$ cat src/rtl/sag_perm_seq.sv
// sag_perm_seq: 8-bit Sheep-And-Goats permutation engine, NSTAGES passes per byte (optional SAG_PERM_PEXT_EN adds in_pext parallel-extract mode).
// Latency: byte accepted at edge T, out_valid after edge T+NSTAGES; one byte per NSTAGES+2 cycles.
// Backpressure: in_ready only in IDLE; result held in DONE until out_ready; config writes outside IDLE are dropped with a cfg_err pulse.
module sag_perm_seq #(
    parameter int NSTAGES = 3
) (
    input  logic       clk,
    input  logic       resetn,
    input  logic       cfg_we,
    input  logic [1:0] cfg_idx,
    input  logic [7:0] cfg_data,
    output logic       cfg_err,
    input  logic       in_valid,
    output logic       in_ready,
    input  logic [7:0] in_data,
`ifdef SAG_PERM_PEXT_EN
    input  logic       in_pext,
`endif
    output logic       out_valid,
    input  logic       out_ready,
    output logic [7:0] out_data,
    output logic       busy
);

    typedef enum logic [1:0] {
        S_IDLE = 2'd0,
        S_RUN  = 2'd1,
        S_DONE = 2'd2
    } state_t;

    localparam logic [1:0] LAST_CNT = 2'(NSTAGES - 1);

    state_t     state_q, state_d;
    logic [7:0] ctrl_q [NSTAGES];
    logic [7:0] ctrl_d [NSTAGES];
    logic [7:0] data_q, data_d;
    logic [1:0] cnt_q, cnt_d;
    logic       rdy_en_q;
    logic       cfg_err_q, cfg_err_d;
    logic       pext_q, pext_d;

    logic       accept;
    logic       idx_ok;
    logic [7:0] ctrl_sel;
    logic [7:0] pass_in;

    // Sheep (ctrl=1) pack upward from bit 0; goats pack downward from bit 7.
    function automatic logic [7:0] sag8(input logic [7:0] d, input logic [7:0] c);
        logic [7:0] r;
        logic [2:0] j;
        logic [2:0] k;
        r = '0;
        j = 3'd0;
        k = 3'd7;
        for (int i = 0; i < 8; i++) begin
            if (c[i]) begin
                r[j] = d[i];
                j    = j + 3'd1;
            end else begin
                r[k] = d[i];
                k    = k - 3'd1;
            end
        end
        return r;
    endfunction

    assign accept = in_valid && in_ready;
    assign idx_ok = (int'(cfg_idx) < NSTAGES);

    always_comb begin
        ctrl_sel = 8'hFF;
        for (int s = 0; s < NSTAGES; s++) begin
            if (cnt_q == 2'(s)) begin
                ctrl_sel = ctrl_q[s];
            end
        end
    end

    always_comb begin
        pass_in = data_q;
        if (pext_q) begin
            pass_in = data_q & ctrl_sel;
        end
    end

    always_ff @(posedge clk) begin
        if (!resetn) begin
            state_q   <= S_IDLE;
            data_q    <= 8'h00;
            cnt_q     <= 2'd0;
            rdy_en_q  <= 1'b0;
            cfg_err_q <= 1'b0;
            pext_q    <= 1'b0;
            for (int s = 0; s < NSTAGES; s++) begin
                ctrl_q[s] <= 8'hFF;
            end
        end else begin
            state_q   <= state_d;
            data_q    <= data_d;
            cnt_q     <= cnt_d;
            rdy_en_q  <= 1'b1;
            cfg_err_q <= cfg_err_d;
            pext_q    <= pext_d;
            for (int s = 0; s < NSTAGES; s++) begin
                ctrl_q[s] <= ctrl_d[s];
            end
        end
    end

    always_comb begin
        state_d = state_q;
        case (state_q)
            S_IDLE:  if (accept) state_d = S_RUN;
            S_RUN:   if (cnt_q == LAST_CNT) state_d = S_DONE;
            S_DONE:  if (out_ready) state_d = S_IDLE;
            default: state_d = S_IDLE;
        endcase
    end

    always_comb begin
        data_d = data_q;
        cnt_d  = cnt_q;
        pext_d = pext_q;
        if (state_q == S_IDLE && accept) begin
            data_d = in_data;
            cnt_d  = 2'd0;
`ifdef SAG_PERM_PEXT_EN
            pext_d = in_pext;
`else
            pext_d = 1'b0;
`endif
        end else if (state_q == S_RUN) begin
            data_d = sag8(pass_in, ctrl_sel);
            cnt_d  = (cnt_q == LAST_CNT) ? 2'd0 : cnt_q + 2'd1;
        end
    end

    // Control words only change between bytes, so a pass never sees a half-updated set.
    always_comb begin
        ctrl_d    = ctrl_q;
        cfg_err_d = 1'b0;
        if (cfg_we && idx_ok) begin
            if (state_q == S_IDLE) begin
                for (int s = 0; s < NSTAGES; s++) begin
                    if (cfg_idx == 2'(s)) begin
                        ctrl_d[s] = cfg_data;
                    end
                end
            end else begin
                cfg_err_d = 1'b1;
            end
        end
    end

    always_comb begin
        in_ready  = resetn && rdy_en_q && (state_q == S_IDLE);
        out_valid = resetn && (state_q == S_DONE);
        out_data  = out_valid ? data_q : 8'h00;
        busy      = resetn && (state_q != S_IDLE);
        cfg_err   = resetn && cfg_err_q;
    end

endmodule

$ cat config.mk
export PLATFORM = sky130hd
export DESIGN_NAME = sag_perm_seq
export DESIGN_NICKNAME = d
export VERILOG_FILES = /design/src/rtl/sag_perm_seq.sv
export SDC_FILE = /design/constraint.sdc
export NUM_CORES = 1
export LEC_CHECK = 0
export ABC_AREA = 1
export CAP_MARGIN = 20
export CORE_MARGIN = 5
export CORE_UTILIZATION = 40
export CTS_CLUSTER_DIAMETER = 60
export CTS_CLUSTER_SIZE = 12
export DETAILED_ROUTE_END_ITERATION = 16
export SLEW_MARGIN = 20
export SYNTH_ARGS = -nofsm -noshare
export SYNTH_HDL_FRONTEND = slang
export SYNTH_SLANG_ARGS = --single-unit
$ cat constraint.sdc
create_clock -name clk -period 4.3 [get_ports clk]
set_input_delay 0.86 -clock clk [delete_from_list [all_inputs] [get_ports clk]]
set_output_delay 0.86 -clock clk [all_outputs]
set_load 0.05 [all_outputs]
==> results of run 1 <==
worst max-delay path, delay by kind of cell (launching register included):
kind                     cells  cell delay [ps]
AND/OR/NAND/NOR             15             1290
XOR/XNOR                     1              130
flip-flops                   1              340
buffers and inverters        8              590
AO/OA/AOI/OAI                3              420
adder cells (fa/ha/maj)      5             1140
repair_timing:
| item | in CTS | in global routing |
|---|---|---|
| setup endpoints to repair | 5 | 8 |
| gates resized for setup | 3 | 24 |
| pin swaps | 0 | 13 |
| hold endpoints to repair | 0 | 0 |
| buffers inserted | 1 | 4 |
power groups by stage:
stage | Clock [mW] | Sequential [mW] | Combinational [mW]
CTS | 0.502 | 0.408 | 1.30
detailed placement | 0 | 0.416 | 1.28
finish | 0.495 | 0.408 | 1.42
floorplan | 0 | 0.401 | 0.999
global route | 0.518 | 0.412 | 1.59
global placement | 0 | 0.416 | 1.27
flip-flops by register name (all words and copies together), names as in the netlist:
signal	cells
ctrl_q	24
data_q	8
state_q	2
rdy_en_q	1
cfg_err_q	1
cnt_q	2
cell families after synthesis:
group                      after synthesis  share of synthesized area
and+or+nand+nor                        572                      0.595
buffers and inverters                  141                      0.122
AOI/OAI and AO/OA                       75                     0.0894
DFF                                     38                      0.168
adders and majority gates                8                     0.0221
xor gates and xnor gates                 1                    0.00359
how the worst max path moves through the flow:
stage / startpoint / endpoint / slack, ps
finish: cnt_q[0] / data_q[2] / 290
global route: cnt_q[0] / data_q[3] / -9
CTS: cnt_q[0] / data_q[2] / 40
detailed placement: cnt_q[0] / data_q[7] / -50
global placement: cnt_q[0] / data_q[7] / 140
floorplan: cnt_q[0] / data_q[7] / 40
metrics by stage:
stage	hold slack, ps	setup TNS, ps
5_1_grt	490	-19.2
4_1_cts	464	0
3_5_place_dp	449	-101
2_1_floorplan	429	0
6_report	462	0
3_3_place_gp	441	0
synthesized netlist by cell type, drive strengths merged:
library cell,instances
nand2,293
nand3,120
inv,118
nor2,106
o21ai,39
dfxtp,38
nand4,30
a21oi,24
nor3,14
clkbuf,13
a31oi,9
buf,9
ha,8
nand3b,7
or2,2
a211oi,1
clkinv,1
o21a,1
o21bai,1
xnor2,1
cell type report:
type                    count  area (sq um)  share of cell area
clock buffers               6           139              0.0250
clock inverters             2          60.1              0.0108
inverters                 119           449              0.0809
multi-input cells         656          3320               0.599
flip-flops and latches     38           766               0.138
well taps                 140           175              0.0315
repair buffers             60           639               0.115
layout by cell type (no fill, tap or decap), types with 2 or more instances in the layout:
cell type and n:
inv_1 102, clkdlybuf4s50_1 24, nor2_4 6, bufinv_16 2, nor3_2 2, nor3_1 11
ha_4 3, a21oi_1 22, dfxtp_1 36, nand4_1 30, nor2_2 10, inv_2 15
nand3_2 9, clkbuf_16 5, nand3_1 107, buf_12 10, ha_1 5, o21ai_0 32
a31oi_1 9, nand2_4 9, or2_4 2, nor2_1 90, nand3_4 4, nand3b_1 6
buf_4 25, a21oi_2 2, nand2_2 23, nand2_1 261, o21ai_1 5
per-layer routing:
layer / track usage / part of all wire / vias up
li1: - / - / 2770
met1: 0.314 / 0.47 / 2413
met2: 0.359 / 0.45 / 181
met3: 0.0275 / 0.064 / 21
met4: 0.0626 / 0.024 / 0
met5: 0 / 0 / -
==> results.cfg, run 1 <==
[outcome]
status = finished clean

[sta]
slew_viol_final = 0
tightest_slew_ps = 759
fmax_mhz = 249
slew_headroom = 0.492
hold_viol = 0
setup_viol = 0
min_period_over_period = 0.933
fin_crit_ps = 4010
clock-skew-final_ps = 3.92
fin_ws_ps = 289

[cts]
cts_hold_buf = 0
clock_latency_ps = 280
clk_path_buf_depth = 2
htree_levels = 2
cts_tree = done
clkTransAtPathRegs_ps = 60
cts_sinks = 38
numCtsBuffers = 5
clock-root-buffer = clkbuf_16

[synthesis]
netlist_area_sq_mm = 0.00453
synthCells = 835
yosysTopAreaCell = nand2_1
synthesis.nets = 866
ys_seq_area_frac = 0.168
synth_top_area_frac = 0.219
yosysUniqueCellTypes = 36
synth-seq-cells = 38
synthTopCellsByArea = nand2_1, dfxtp_1, nand3_1
yosys_warnings = 0
synth.avg_cell_area_sq_um = 5.43

[detailed_routing]
vias = 5385
firstDrtPassIters = 5
drc_errors = 0
routed_wl_um = 14700
drtIter0Drc = 409
via_per_inst = 5.27
ant_nets = 0
detail_route.wl_per_cell_um = 14.4

[flow_run]
drv_cap = 0

[placement]
numPortBuffers = 34
place_area_sq_mm = 0.00520
dp_cells = 1008
place_ws_ps = -46.4
gp_congestion = 0.953
hpwlAfterDp_um = 11600

[power_and_ir_drop]
intPower_mw = 1.21
vdd_drop_max_v = 0.000318
power_density_mw_per_mm2 = 418
power.switching_mw = 1.10
power_frac_comb = 0.611
seq_power_share = 0.176
fin_total_pwr_mw = 2.32
clkPwrFrac = 0.213
swShare = 0.476
p_leak_nw = 2.94

[setup_path]
crit_path_start_kind = register
r2r_start = cnt_q[0]
rrSetupSlack_ps = 290
slowest_delay_ps = 340
path_class = reg2reg
cpMaxStageDelayCell = dfxtp_2
reg2reg_to = data_q[2]
end_kind = register
worstPathRequired_ps = 4480
reg2regPathDepth = 32
crit_fanout = 5
crit_arrival_ps = 4190

[worst_hold_path]
min_from = ctrl_q[4]
whs_endpoint = ctrl_q[4]
hold_depth = 2
hold_path.class = reg2reg

[final_layout]
syn_to_final_growth_pct = 22.5
final_area_sq_mm = 0.00555
fin_util = 0.506
fillers = 1140
nNetsFinal = 911
antenna_cells = 0
drive_gt1_frac = 0.157
final_cells = 1021

[global_route]
grt-ovfl-total = 0
grt_antenna_before_repair = 0
grt_max_degree = 20
grt_pass1_wl_um = 24600
grt_pass1_vias = 5009
grt_usage = 0.223

[floorplan]
coreArea_sq_mm = 0.0110
pin_count = 35
die_y_um = 116
rows = 38
die-area_sq_mm = 0.0136
fp.dieW_um = 116
initial_utilization = 0.413
(Power assumes the default switching activity.)
==> run 2, diff against run 1 <==
--- a/config.mk
+++ b/config.mk
@@ -7,6 +7,7 @@
 export LEC_CHECK = 0
 export ABC_AREA = 1
 export CAP_MARGIN = 20
+export CORE_ASPECT_RATIO = 1.4
 export CORE_MARGIN = 5
 export CORE_UTILIZATION = 40
 export CTS_CLUSTER_DIAMETER = 60
==> run 2 against run 1 <==
Against the previous run:
- flip-flop and latch count stayed put
- global-route usage is 0.91 points lower
- fmax is 0.17% lower
==> results.cfg, run 2 (synthesized netlist as in run 1, its figures left out) <==
[outcome]
status = finished clean

[cts]
clk_path_buf_depth = 2
cts_sinks = 38
clock_latency_ps = 280
htree_levels = 2
numCtsBuffers = 5
cts_hold_buf = 0
clock-root-buffer = clkbuf_16
cts_tree = done
clkTransAtPathRegs_ps = 60

[detailed_routing]
firstDrtPassIters = 5
detail_route.wl_per_cell_um = 14.3
drc_errors = 0
drtIter0Drc = 244
vias = 5464
ant_nets = 0
routed_wl_um = 14700
via_per_inst = 5.32

[power_and_ir_drop]
seq_power_share = 0.187
intPower_mw = 1.09
power_density_mw_per_mm2 = 396
vdd_drop_max_v = 0.000271
clkPwrFrac = 0.174
power.switching_mw = 1.08
p_leak_nw = 2.93
swShare = 0.499
power_frac_comb = 0.639

[global_route]
grt-ovfl-total = 0
grt_pass1_wl_um = 23700
grt_max_degree = 28
grt_usage = 0.214
grt_pass1_vias = 5185
grt_antenna_before_repair = 0

[final_layout]
final_cell_mix = nand2_1, nand3_1, inv_1, nor2_1, dfxtp_1
nNetsFinal = 913
reg_top3 = ctrl_q (24), data_q (8)
largest-register = ctrl_q
antenna_cells = 0
drive_gt1_frac = 0.156
fin_util = 0.489
final_common_cell = nand2_1
largest_reg_flops = 24
syn_to_final_growth_pct = 20.9
fillers = 1228

[floorplan]
initial_utilization = 0.404
rows = 46
coreArea_sq_mm = 0.0112
die_y_um = 136
pin_count = 35
die-area_sq_mm = 0.0136
fp.dieW_um = 100

[setup_path]
cpMaxStageDelayCell = dfxtp_2
crit_end = data_q[4]
end_kind = register
r2r_start = cnt_q[0]
reg2regPathDepth = 32
reg2reg_to = data_q[4]
worstPathRequired_ps = 4480
crit_path_start_kind = register
slowest_delay_ps = 320
rrSetupSlack_ps = 280
crit_arrival_ps = 4200
crit_fanout = 5
crit_start = cnt_q[0]
path_class = reg2reg

[worst_hold_path]
hold_depth = 2
hold_path.class = reg2reg
min_from = ctrl_q[19]

[sta]
clock-skew-final_ps = 7.29
fin_ws_ps = 282
setup_viol = 0
fin_crit_ps = 4020
whs_ps = 456
tightest_slew_ps = 558
slew_viol_final = 0
fmax_mhz = 249
min_period_over_period = 0.934
slew_headroom = 0.627
hold_viol = 0

[flow_run]
drv_cap = 0

[placement]
gp_congestion = 0.925
numPortBuffers = 34
hpwlAfterDp_um = 11900
place_ws_ps = 80.1
[run 2: changes by cell type in the layout (fill, tap and decap cells not counted), sizes merged]
cell	change
buf	+2
bufinv	-2
clkinvlp	+1
clkinv	+1
[run 2: power groups by stage]
stage | Clock (mW) | Combinational (mW) | Sequential [mW]
6_report | 0.379 | 1.39 | 0.406
5_1_grt | 0.402 | 1.56 | 0.410
4_1_cts | 0.386 | 1.31 | 0.406
3_5_place_dp | 0 | 1.31 | 0.413
3_3_place_gp | 0 | 1.29 | 0.413
2_1_floorplan | 0 | 0.999 | 0.401
[run 2: how the worst min path moves through the flow]
stage	to
2_1_floorplan	ctrl_q[2]
3_3_place_gp	ctrl_q[21]
3_5_place_dp	ctrl_q[13]
4_1_cts	ctrl_q[22]
5_1_grt	ctrl_q[22]
6_report	ctrl_q[19]
[run 2: layout make-up]
| cell class | instances | area [sq um] | share of cell area |
|---|---|---|---|
| multi-input cells | 656 | 3300 | 0.601 |
| flip-flops and latches | 38 | 763 | 0.139 |
| repair buffers | 62 | 642 | 0.117 |
| inverters | 119 | 449 | 0.0819 |
| well taps | 144 | 180 | 0.0329 |
| clock buffers | 6 | 139 | 0.0253 |
| clock inverters | 2 | 12.5 | 0.00228 |
[run 2: per-stage QoR]
stage	cells	power, mW	setup TNS [ps]	area, sq um
final	1027	2.17	0	5480
after CTS	1022	2.10	0	5360
after global placement	1014	1.70	0	5210
after detailed placement	1014	1.72	0	5210
after global routing	1027	2.37	-167	5480
after floorplan	835	1.40	0	4530
[run 2: worst max-delay path, delay by kind of cell (launching register included)]
kind,cells,cell delay (ps)
buf+inv,8,520
simple gates,16,1520
compound gates,2,220
xor+xnor,1,200
fa+ha+maj,5,1120
flops,1,320
[run 2: what timing repair did]
action,CTS,global route
setup endpoints to repair,0,8
buffers inserted,0,5
hold endpoints to repair,0,0
gates resized for setup,0,22
[run 2: per-layer routing]
metal	part of all wire	up-vias	global-route usage	routed length (um)
met5	0	-	0	0
met1	0.39	2505	0.231	5760
li1	-	2782	-	-
met4	0.040	0	0.0966	586
met3	0.041	33	0.0221	602
met2	0.53	144	0.410	7780
==> run 3, diff against run 2 <==
--- a/config.mk
+++ b/config.mk
@@ -6,6 +6,7 @@
 export NUM_CORES = 1
 export LEC_CHECK = 0
 export ABC_AREA = 1
+export ABC_CLOCK_PERIOD_IN_PS = 4300
 export CAP_MARGIN = 20
 export CORE_ASPECT_RATIO = 1.4
 export CORE_MARGIN = 5
==> results of run 3 <==
No change in the layout: final DEF, timing and power equal those of run 2.
